===== src/rtl/ysyx_lsu_pkg.sv =====
// Shared definitions for the ysyx load/store unit: FSM states, func3
// size/sign encodings, AXI response codes and the alignment predicate.
package ysyx_lsu_pkg;

    typedef enum logic [2:0] {
        ST_IDLE    = 3'd0,
        ST_RD_ADDR = 3'd1,
        ST_RD_DATA = 3'd2,
        ST_WR_REQ  = 3'd3,
        ST_WR_RESP = 3'd4,
        ST_DONE    = 3'd5
    } lsu_state_e;

    localparam logic [2:0] F3_LB  = 3'b000;
    localparam logic [2:0] F3_LH  = 3'b001;
    localparam logic [2:0] F3_LW  = 3'b010;
    localparam logic [2:0] F3_LBU = 3'b100;
    localparam logic [2:0] F3_LHU = 3'b101;

    localparam logic [1:0] RESP_OKAY   = 2'b00;
    localparam logic [1:0] RESP_EXOKAY = 2'b01;
    localparam logic [1:0] RESP_SLVERR = 2'b10;
    localparam logic [1:0] RESP_DECERR = 2'b11;

    // func3[1:0] carries the access size; reserved sizes are treated as words
    function automatic logic is_misaligned(input logic [2:0] func3, input logic [1:0] addr_lo);
        logic mis;
        case (func3[1:0])
            2'b00:   mis = 1'b0;
            2'b01:   mis = addr_lo[0];
            default: mis = (addr_lo != 2'b00);
        endcase
        return mis;
    endfunction

endpackage


===== src/rtl/ysyx_lsu_align.sv =====
// Lane logic for the LSU: load extraction with sign/zero extension, store
// data lane replication and byte-strobe generation. Purely combinational.
module ysyx_lsu_align
    import ysyx_lsu_pkg::*;
#(
    parameter int BIT_W = 32
) (
    input  logic [2:0]       func3_i,
    input  logic [1:0]       addr_lo_i,
    input  logic [BIT_W-1:0] rdata_i,
    input  logic [BIT_W-1:0] wdata_i,
    output logic [BIT_W-1:0] rdata_o,
    output logic [BIT_W-1:0] wdata_o,
    output logic [3:0]       wstrb_o
);

    logic [15:0] shifted_s;
    logic        signed_s;

    // Sub-word accesses shift the word down by the byte offset; offsets that
    // run past the word simply lose the upper lanes.
    always_comb begin
        shifted_s = 16'(rdata_i >> {addr_lo_i, 3'b000});
        signed_s  = ~func3_i[2];
        rdata_o   = rdata_i;
        wdata_o   = wdata_i;
        wstrb_o   = 4'b1111;
        case (func3_i[1:0])
            2'b00: begin
                rdata_o = {{(BIT_W-8){signed_s & shifted_s[7]}}, shifted_s[7:0]};
                wdata_o = {(BIT_W/8){wdata_i[7:0]}};
                wstrb_o = 4'b0001 << addr_lo_i;
            end
            2'b01: begin
                rdata_o = {{(BIT_W-16){signed_s & shifted_s[15]}}, shifted_s[15:0]};
                wdata_o = {(BIT_W/16){wdata_i[15:0]}};
                wstrb_o = 4'b0011 << addr_lo_i;
            end
            default: begin
                rdata_o = rdata_i;
                wdata_o = wdata_i;
                wstrb_o = 4'b1111;
            end
        endcase
    end

endmodule


===== src/rtl/ysyx_lsu.sv =====
// ysyx load/store unit: one outstanding AXI-lite style access at a time.
// Define YSYX_LSU_ALIGN_CHECK_EN to trap misaligned accesses without bus traffic.
module ysyx_lsu
    import ysyx_lsu_pkg::*;
#(
    parameter int BIT_W = 32
) (
    input  logic             clk,
    input  logic             rst,
    input  logic             exu_avalid_i,
    input  logic             exu_ren_i,
    input  logic             exu_wen_i,
    input  logic [2:0]       exu_func3_i,
    input  logic [BIT_W-1:0] exu_addr_i,
    input  logic [BIT_W-1:0] exu_wdata_i,
    output logic [BIT_W-1:0] exu_rdata_o,
    output logic             exu_rvalid_o,
    output logic             exu_wready_o,
    output logic             exu_err_o,
    output logic [BIT_W-1:0] araddr_o,
    output logic             arvalid_o,
    input  logic             arready_i,
    input  logic [BIT_W-1:0] rdata_i,
    input  logic [1:0]       rresp_i,
    input  logic             rvalid_i,
    output logic             rready_o,
    output logic [BIT_W-1:0] awaddr_o,
    output logic             awvalid_o,
    input  logic             awready_i,
    output logic [BIT_W-1:0] wdata_o,
    output logic [3:0]       wstrb_o,
    output logic             wvalid_o,
    input  logic             wready_i,
    input  logic [1:0]       bresp_i,
    input  logic             bvalid_i,
    output logic             bready_o
);

    lsu_state_e       state_q, state_d;
    logic [BIT_W-1:0] addr_q, addr_d;
    logic [BIT_W-1:0] wdata_q, wdata_d;
    logic [2:0]       func3_q, func3_d;
    logic             misalign_q, misalign_d;
    logic             aw_done_q, aw_done_d;
    logic             w_done_q, w_done_d;
    logic [BIT_W-1:0] rdata_q, rdata_d;
    logic             rvalid_q, rvalid_d;
    logic             wready_q, wready_d;
    logic             err_q, err_d;
    logic             misalign_s;
    logic [BIT_W-1:0] ext_rdata_s;

`ifdef YSYX_LSU_ALIGN_CHECK_EN
    assign misalign_s = is_misaligned(exu_func3_i, exu_addr_i[1:0]);
`else
    assign misalign_s = 1'b0;
`endif

    ysyx_lsu_align #(.BIT_W(BIT_W)) u_align (
        .func3_i   (func3_q),
        .addr_lo_i (addr_q[1:0]),
        .rdata_i   (rdata_i),
        .wdata_i   (wdata_q),
        .rdata_o   (ext_rdata_s),
        .wdata_o   (wdata_o),
        .wstrb_o   (wstrb_o)
    );

    // Next-state and done-pulse logic; a trapped misaligned access still
    // walks through RD_ADDR/WR_REQ so the pulse lands one cycle after capture.
    always_comb begin
        state_d    = state_q;
        addr_d     = addr_q;
        wdata_d    = wdata_q;
        func3_d    = func3_q;
        misalign_d = misalign_q;
        aw_done_d  = aw_done_q;
        w_done_d   = w_done_q;
        rdata_d    = rdata_q;
        rvalid_d   = 1'b0;
        wready_d   = 1'b0;
        err_d      = 1'b0;
        case (state_q)
            ST_IDLE: begin
                if (exu_avalid_i && (exu_ren_i || exu_wen_i)) begin
                    addr_d     = exu_addr_i;
                    wdata_d    = exu_wdata_i;
                    func3_d    = exu_func3_i;
                    misalign_d = misalign_s;
                    aw_done_d  = 1'b0;
                    w_done_d   = 1'b0;
                    state_d    = exu_ren_i ? ST_RD_ADDR : ST_WR_REQ;
                end else begin
                    state_d = ST_IDLE;
                end
            end
            ST_RD_ADDR: begin
                if (misalign_q) begin
                    rvalid_d = 1'b1;
                    err_d    = 1'b1;
                    state_d  = ST_DONE;
                end else if (arready_i) begin
                    state_d = ST_RD_DATA;
                end else begin
                    state_d = ST_RD_ADDR;
                end
            end
            ST_RD_DATA: begin
                if (rvalid_i) begin
                    rdata_d  = ext_rdata_s;
                    rvalid_d = 1'b1;
                    err_d    = (rresp_i != RESP_OKAY);
                    state_d  = ST_DONE;
                end else begin
                    state_d = ST_RD_DATA;
                end
            end
            ST_WR_REQ: begin
                if (misalign_q) begin
                    wready_d = 1'b1;
                    err_d    = 1'b1;
                    state_d  = ST_DONE;
                end else begin
                    aw_done_d = aw_done_q | awready_i;
                    w_done_d  = w_done_q | wready_i;
                    if (aw_done_d && w_done_d) begin
                        state_d = ST_WR_RESP;
                    end else begin
                        state_d = ST_WR_REQ;
                    end
                end
            end
            ST_WR_RESP: begin
                if (bvalid_i) begin
                    wready_d = 1'b1;
                    err_d    = (bresp_i != RESP_OKAY);
                    state_d  = ST_DONE;
                end else begin
                    state_d = ST_WR_RESP;
                end
            end
            ST_DONE: state_d = ST_IDLE;
            default: state_d = ST_IDLE;
        endcase
    end

    // State and output registers with synchronous reset
    always_ff @(posedge clk) begin
        if (rst) begin
            state_q    <= ST_IDLE;
            addr_q     <= '0;
            wdata_q    <= '0;
            func3_q    <= 3'b000;
            misalign_q <= 1'b0;
            aw_done_q  <= 1'b0;
            w_done_q   <= 1'b0;
            rdata_q    <= '0;
            rvalid_q   <= 1'b0;
            wready_q   <= 1'b0;
            err_q      <= 1'b0;
        end else begin
            state_q    <= state_d;
            addr_q     <= addr_d;
            wdata_q    <= wdata_d;
            func3_q    <= func3_d;
            misalign_q <= misalign_d;
            aw_done_q  <= aw_done_d;
            w_done_q   <= w_done_d;
            rdata_q    <= rdata_d;
            rvalid_q   <= rvalid_d;
            wready_q   <= wready_d;
            err_q      <= err_d;
        end
    end

    assign exu_rdata_o  = rdata_q;
    assign exu_rvalid_o = rvalid_q;
    assign exu_wready_o = wready_q;
    assign exu_err_o    = err_q;

    // Bus addresses are word-aligned; byte lanes are selected by strobe/extraction
    assign araddr_o  = {addr_q[BIT_W-1:2], 2'b00};
    assign awaddr_o  = {addr_q[BIT_W-1:2], 2'b00};
    assign arvalid_o = (state_q == ST_RD_ADDR) && !misalign_q;
    assign rready_o  = (state_q == ST_RD_DATA);
    assign awvalid_o = (state_q == ST_WR_REQ) && !misalign_q && !aw_done_q;
    assign wvalid_o  = (state_q == ST_WR_REQ) && !misalign_q && !w_done_q;
    assign bready_o  = (state_q == ST_WR_RESP);

endmodule

===== config.mk =====
export PLATFORM = sky130hd
export DESIGN_NAME = ysyx_lsu
export DESIGN_NICKNAME = d
export VERILOG_FILES = /design/src/rtl/ysyx_lsu_pkg.sv /design/src/rtl/ysyx_lsu_align.sv /design/src/rtl/ysyx_lsu.sv
export SDC_FILE = /design/constraint.sdc
export NUM_CORES = 1
export LEC_CHECK = 0
export ABC_AREA = 0
export CORE_ASPECT_RATIO = 1.5
export CORE_UTILIZATION = 39
export DETAILED_ROUTE_END_ITERATION = 6
export PLACE_DENSITY = 0.77
export SLEW_MARGIN = 40
export SYNTH_ARGS = -nofsm -noshare
export SYNTH_HDL_FRONTEND = slang
export SYNTH_HIERARCHICAL = 1
export SYNTH_SLANG_ARGS = --single-unit

===== constraint.sdc =====
create_clock -name clk -period 1.7 [get_ports clk]
set_input_delay 0.51 -clock clk [delete_from_list [all_inputs] [get_ports clk]]
set_output_delay 0.51 -clock clk [all_outputs]
set_load 0.005 [all_outputs]

==> results of run 1 <==
[routing by layer]
metal	track usage	part of all wire	up-vias
li1	-	-	3092
met1	0.296	0.34	3286
met2	0.465	0.54	336
met3	0.0476	0.059	94
met4	0.170	0.057	0
met5	0	0	-
[cells by family (layout without fill, tap and decap cells)]
logic type	count (synthesis)	count (layout)	synth area share
AO/OA/AOI/OAI	241	242	0.246
XOR/XNOR	1	1	0.00147
buffers and inverters	155	416	0.156
flip-flops	107	107	0.360
multiplexers	42	42	0.0775
other	1	4	0.000630
AND/OR/NAND/NOR	197	199	0.159
[cells in the final DEF, fill, tap and decap left out, types with 39 or more instances in the layout]
master / instances
nand3_1: 65
clkdlybuf4s50_1: 105
a21oi_1: 89
dlygate4sd2_1: 69
nand2_1: 89
dfxtp_2: 42
dlymetal6s2s_1: 39
buf_6: 44
dfxtp_1: 57
buf_4: 77
o21ai_1: 40
[final cells by class]
cell class | count | area [um^2]
multi-input combinational | 488 | 3480
sequential | 107 | 2220
inverter | 10 | 50.0
fill | 1126 | 4540
tap | 199 | 249
clock buffer | 10 | 239
timing repair buffer | 392 | 4160
clock inverter | 4 | 51.3
[power by group]
part	internal (mW)	leakage [nW]	switching (mW)
clock network	1.17	0.141	0.958
logic	1.75	3.88	1.41
registers	2.69	0.895	0.159
[flip-flops by register name, summed over array words and instances, names as in the netlist]
signal / count
addr_q: 32
exu_rdata_o: 32
wdata_q: 32
func3_q: 3
state_q: 3
aw_done_q: 1
exu_err_o: 1
exu_rvalid_o: 1
exu_wready_o: 1
w_done_q: 1
[how the worst max path moves through the flow]
stage	from	endpoint	slack (ns)	depth (start not counted)
floorplan	addr_q[1]	exu_rdata_o[24]	0.02	6
global placement	exu_avalid_i	addr_q[27]	-0.58	5
detailed placement	exu_avalid_i	addr_q[2]	-0.60	5
CTS	func3_q[1]	wdata_o[11]	-0.33	5
global route	func3_q[0]	wdata_o[29]	-0.38	6
finish	func3_q[0]	wdata_o[11]	-0.35	5
[critical path: cells and delay by family, from the launching register on]
kind,cells,cell delay [ns]
buffers and inverters,3,0.37
multiplexers,1,0.31
AND/OR/NAND/NOR,1,0.14
flip-flops,1,0.38
[metrics by stage]
stage          setup WS [ns]   util  hold WS (ns)  cells
4_1_cts               -0.334  0.639         0.456   1180
3_5_place_dp          -0.599  0.573         0.446   1125
2_1_floorplan         0.0228      -         0.450    747
3_3_place_gp          -0.577  0.573         0.442   1125
5_1_grt               -0.379  0.697         0.477   1210
6_report              -0.347  0.697         0.454   1210
[repair_timing]
action,CTS,global route
setup endpoints to repair,212,166
gates cloned,8,17
gates resized for setup,364,194
hold buffers,0,0
setup buffers,33,20
pin swaps,31,76
==> results.yml, run 1 <==
routing:
  drtPass1Iterations: 5
  wirelength_mm: 25.3
  ant_nets: 0
  drt-wirelength-per-cell_um: 20.9
  drtIter0Drc: 404
  detail_route.drc_violations: 0
  via_per_inst: 5.63
  num_vias: 6808
setup_path:
  cp_max_fo: 6
  critPathCaptureType: "output pin"
  worstRegToRegCells: 6
  r2r-end: "wdata_q[0]"
  startpoint_type: "flop"
  slowest_delay_ns: 0.38
  slowest_stage: "dfxtp_4"
  r2r-start: "state_q[2]"
  crit_required_ns: 1.19
  rrSetupSlack_ns: -0.09
  critPathKind: "reg -> out"
  worstPathArrival_ns: 1.54
  crit_chain: "nor2_4, buf_12, buf_8, mux2_4, buf_6"
timing:
  timing.fmax_mhz: 488
  rsz0062_at_grt: "true"
  finalSetupTns_ns: -7.90
  layout_setup_ws_ns: -0.347
  report.final.slew_viol_count: 0
  finalSetupViolCount: 63
  period_share: 1.20
  worst_slew_pin_slew_ns: 0.539
  maxSlewHeadroom: 0.640
  finalCriticalPeriod_ns: 2.05
  hold_viol: 0
  skew_ns: 0.00806
logic_synthesis:
  avgSynthCellArea_um2: 8.00
  synth_area_leader_cell: "dfxtp_1"
  synth_ff_type: "dfxtp_1"
  synth_edf_count: 0
  ys_seq_elements: 107
  yosysSeqAreaShare: 0.360
  yosysWarnings: 6
  synth_top_area_share: 0.360
  yosysUniqueCellTypes: 52
  yosys-top-cells-count: "dfxtp_1 (107), a21oi_1 (103), nand2_1 (95)"
  synth_area_leaders: "dfxtp_1 (36%), buf_4 (9.2%), a21oi_1 (8.7%), o21ai_0 (6.6%), nand2_1 (6.0%)"
  synthCells: 744
  post-synth-top-count-cell: "dfxtp_1"
  syn-cell-area_um2: 5960
  synthArstFlopShare: 0
floorplanning:
  chipHeight_um: 153
  ios: 253
  die-area_um2: 15800
  start_util: 0.397
  rows: 55
  die_w_um: 103
  coreArea_um2: 15000
global_route:
  grt_usage: 0.269
  grt_max_degree: 70
  grt-ovfl-total: 0
  antenna_found_initial: 0
  grt_pass1_vias: 6265
  grt_pass1_wl_mm: 33.1
cts:
  cts_root_buffer: "clkbuf_16"
  cts_tree: "done"
  cts_made_buffers: 9
  insertion_delay_ns: 0.35
  clockBufferDepth: 2
  clk_pin_slew_worst_paths_ns: 0.07
  cts_sinks: 107
  h-tree-depth: 3
layout:
  antenna_cells: 0
  nets: 1121
  area_growth_pct: 75.7
  drive_above_1_share: 0.369
  design_area_um2: 10500
outcome:
  outcome: "finished, violations left"
  violations: "negative setup slack"
pwr:
  power_mw: 8.15
  cellLeakagePower_nw: 4.92
  ir_drop_uv: 428
  power.density_nw_per_um2: 779
worst_hold_path:
  min_to: "exu_rdata_o[3]"
  hold_depth: 2
  hp-class: "reg -> reg"
  min_from: "exu_rdata_o[3]"
job:
  cap_violations: 0
placement:
  place_congestion: 0.864
  place_area_um2: 8600
  io_buffers: 248
  dp_hpwl_mm: 13.9
(Power assumes the default switching activity.)
==> run 2: changes to the inputs <==
CTS_CLUSTER_DIAMETER = 100   (was default)
==> results of run 2 <==
No change in the layout: final DEF, timing and power equal those of run 1.
==> run 3: changes to the inputs <==
CORE_UTILIZATION = 40   (was 39)
CTS_BUF_LIST = sky130_fd_sc_hd__clkbuf_2   (was default)
PLACE_DENSITY = 0.79   (was 0.77)
==> run 3 against run 2 <==
Worst hold slack got worse by 0.35 ns; utilization rose by 12 points; register-to-register slack lost 0.29 ns; setup slack lost 0.27 ns; total power increased by 0.95%; the flow still finishes with violations (negative setup slack); first-iteration DRC count down 1.5%; maximum frequency is 12% lower; final area up 14%; sequential power grew 1%.
==> results.yml, run 3 (same netlist as run 1, synthesis figures left out) <==
cts:
  clk_pin_slew_worst_paths_ns: 0.32
  cts_tree: "done"
  cts_root_buffer: "clkbuf_2"
  insertion_delay_ns: 0.62
  cts_sinks: 107
  cts_made_buffers: 9
  h-tree-depth: 3
  clockBufferDepth: 2
setup_path:
  worstPathArrival_ns: 1.81
  worstRegToRegCells: 11
  startpoint_type: "flop"
  r2r-end: "func3_q[1]"
  r2r-start: "state_q[2]"
  crit_required_ns: 1.19
  critPathKind: "reg -> out"
  cp_max_fo: 4
  critPathCaptureType: "output pin"
  rrSetupSlack_ns: -0.38
floorplanning:
  ios: 253
  rows: 54
  coreArea_um2: 14500
  chipHeight_um: 151
  die_w_um: 102
  die-area_um2: 15400
  start_util: 0.410
routing:
  num_vias: 7313
  via_per_inst: 5.79
  drtIter0Drc: 398
  drtPass1Iterations: 5
  detail_route.drc_violations: 0
  wirelength_mm: 29.4
  ant_nets: 0
  drt-wirelength-per-cell_um: 23.3
global_route:
  grt_pass1_vias: 6947
  grt-ovfl-total: 0
  grt_max_degree: 42
  grt_pass1_wl_mm: 36.2
  grt_usage: 0.312
  antenna_found_initial: 1
layout:
  final_cell_mix: "buf_6 (120), clkdlybuf4s50_1 (111), buf_4 (90), a21oi_2 (81), buf_2 (77)"
  final_common_cell: "buf_6"
  final_cells: 1264
  drive_above_1_share: 0.695
  multiInputGateArea_um2: 4720
  fillCellCount: 765
  nets: 1175
  seq_area_um2: 2270
  design_area_um2: 11900
  area_growth_pct: 100
timing:
  finalCriticalPeriod_ns: 2.32
  timing.fmax_mhz: 431
  hold_viol: 0
  worst_slew_pin_slew_ns: 0.621
  report.final.slew_viol_count: 0
  finalSetupViolCount: 166
  layout_setup_ws_ns: -0.619
  rsz0062_at_grt: "true"
  skew_ns: 0.0361
  maxSlewHeadroom: 0.586
  finalSetupTns_ns: -39.33
  period_share: 1.36
placement:
  io_buffers: 248
  dp_hpwl_mm: 14.0
  place_congestion: 0.918
  place_ws_ns: -0.627
  dp.cells: 1120
  place_area_um2: 8530
worst_hold_path:
  min_to: "addr_q[15]"
  hp-class: "in -> reg"
  hold_depth: 2
  min_from: "rst"
pwr:
  power_mw: 8.22
  cellLeakagePower_nw: 4.64
  ir_drop_uv: 540
  power.density_nw_per_um2: 691
outcome:
  violations: "negative setup slack"
  outcome: "finished, violations left"
job:
  cap_violations: 0
[run 3: changes by cell type in the layout (fill, tap and decap cells not counted), moves of 40 or more]
cell,delta
a21oi_2,+67
a21oi_1,-67
buf_2,+59
buf_6,+76
dlygate4sd2_1,-69
nand3_1,-63
nand3_4,+40
[run 3: what timing repair did]
action	CTS	global route
resized for setup	900	351
hold buffers	0	0
gates cloned	19	9
endpoints found under the setup margin	200	184
pin swaps	64	175
setup buffers	78	55
[run 3: per-stage QoR]
stage	utilization	hold slack [ns]
final	0.820	0.0995
after global routing	0.820	0.0706
after CTS	0.700	0.0979
after detailed placement	0.587	0.446
after global placement	0.587	0.442
after floorplan	-	0.450
[run 3: metal layers]
layer	vias to the layer above	share of wire	wire length (um)	global-route usage
met2	417	0.53	15700	0.572
met4	0	0.079	2320	0.238
met1	3535	0.33	9590	0.311
li1	3197	-	-	-
met5	-	0	0	0
met3	164	0.062	1820	0.0461
[run 3: worst max path at each step]
| stage | startpoint | slack (ns) | endpoint | cells past startpoint |
|---|---|---|---|---|
| after floorplan | addr_q[1] | 0.02 | exu_rdata_o[24] | 6 |
| after global placement | exu_avalid_i | -0.60 | addr_q[29] | 5 |
| after detailed placement | exu_avalid_i | -0.63 | addr_q[27] | 5 |
| after CTS | func3_q[1] | -0.65 | wdata_o[15] | 5 |
| after global routing | func3_q[0] | -0.66 | wdata_o[27] | 5 |
| final | func3_q[0] | -0.62 | wdata_o[27] | 5 |
[run 3: worst max-delay path: stages, from the launching register on]
cell     delay [ns]
dfxtp_4        0.45
buf_4          0.13
buf_8          0.11
mux2i_1        0.29
o21ai_2        0.10
buf_2          0.13
[run 3: cell type report]
cell class / instances / area share
timing repair buffer: 447 / 0.379
clock inverter: 6 / 0.00536
tap: 196 / 0.0206
clock buffer: 10 / 0.00420
antenna: 1 / 0.000210
sequential: 107 / 0.191
inverter: 10 / 0.00357
multi-input combinational: 487 / 0.396
[run 3: where the power goes]
part	total (mW)	switching, mW	internal (mW)
sequential	2.89	0.186	2.71
combinational	4.06	1.88	2.18
clock	1.27	0.923	0.352
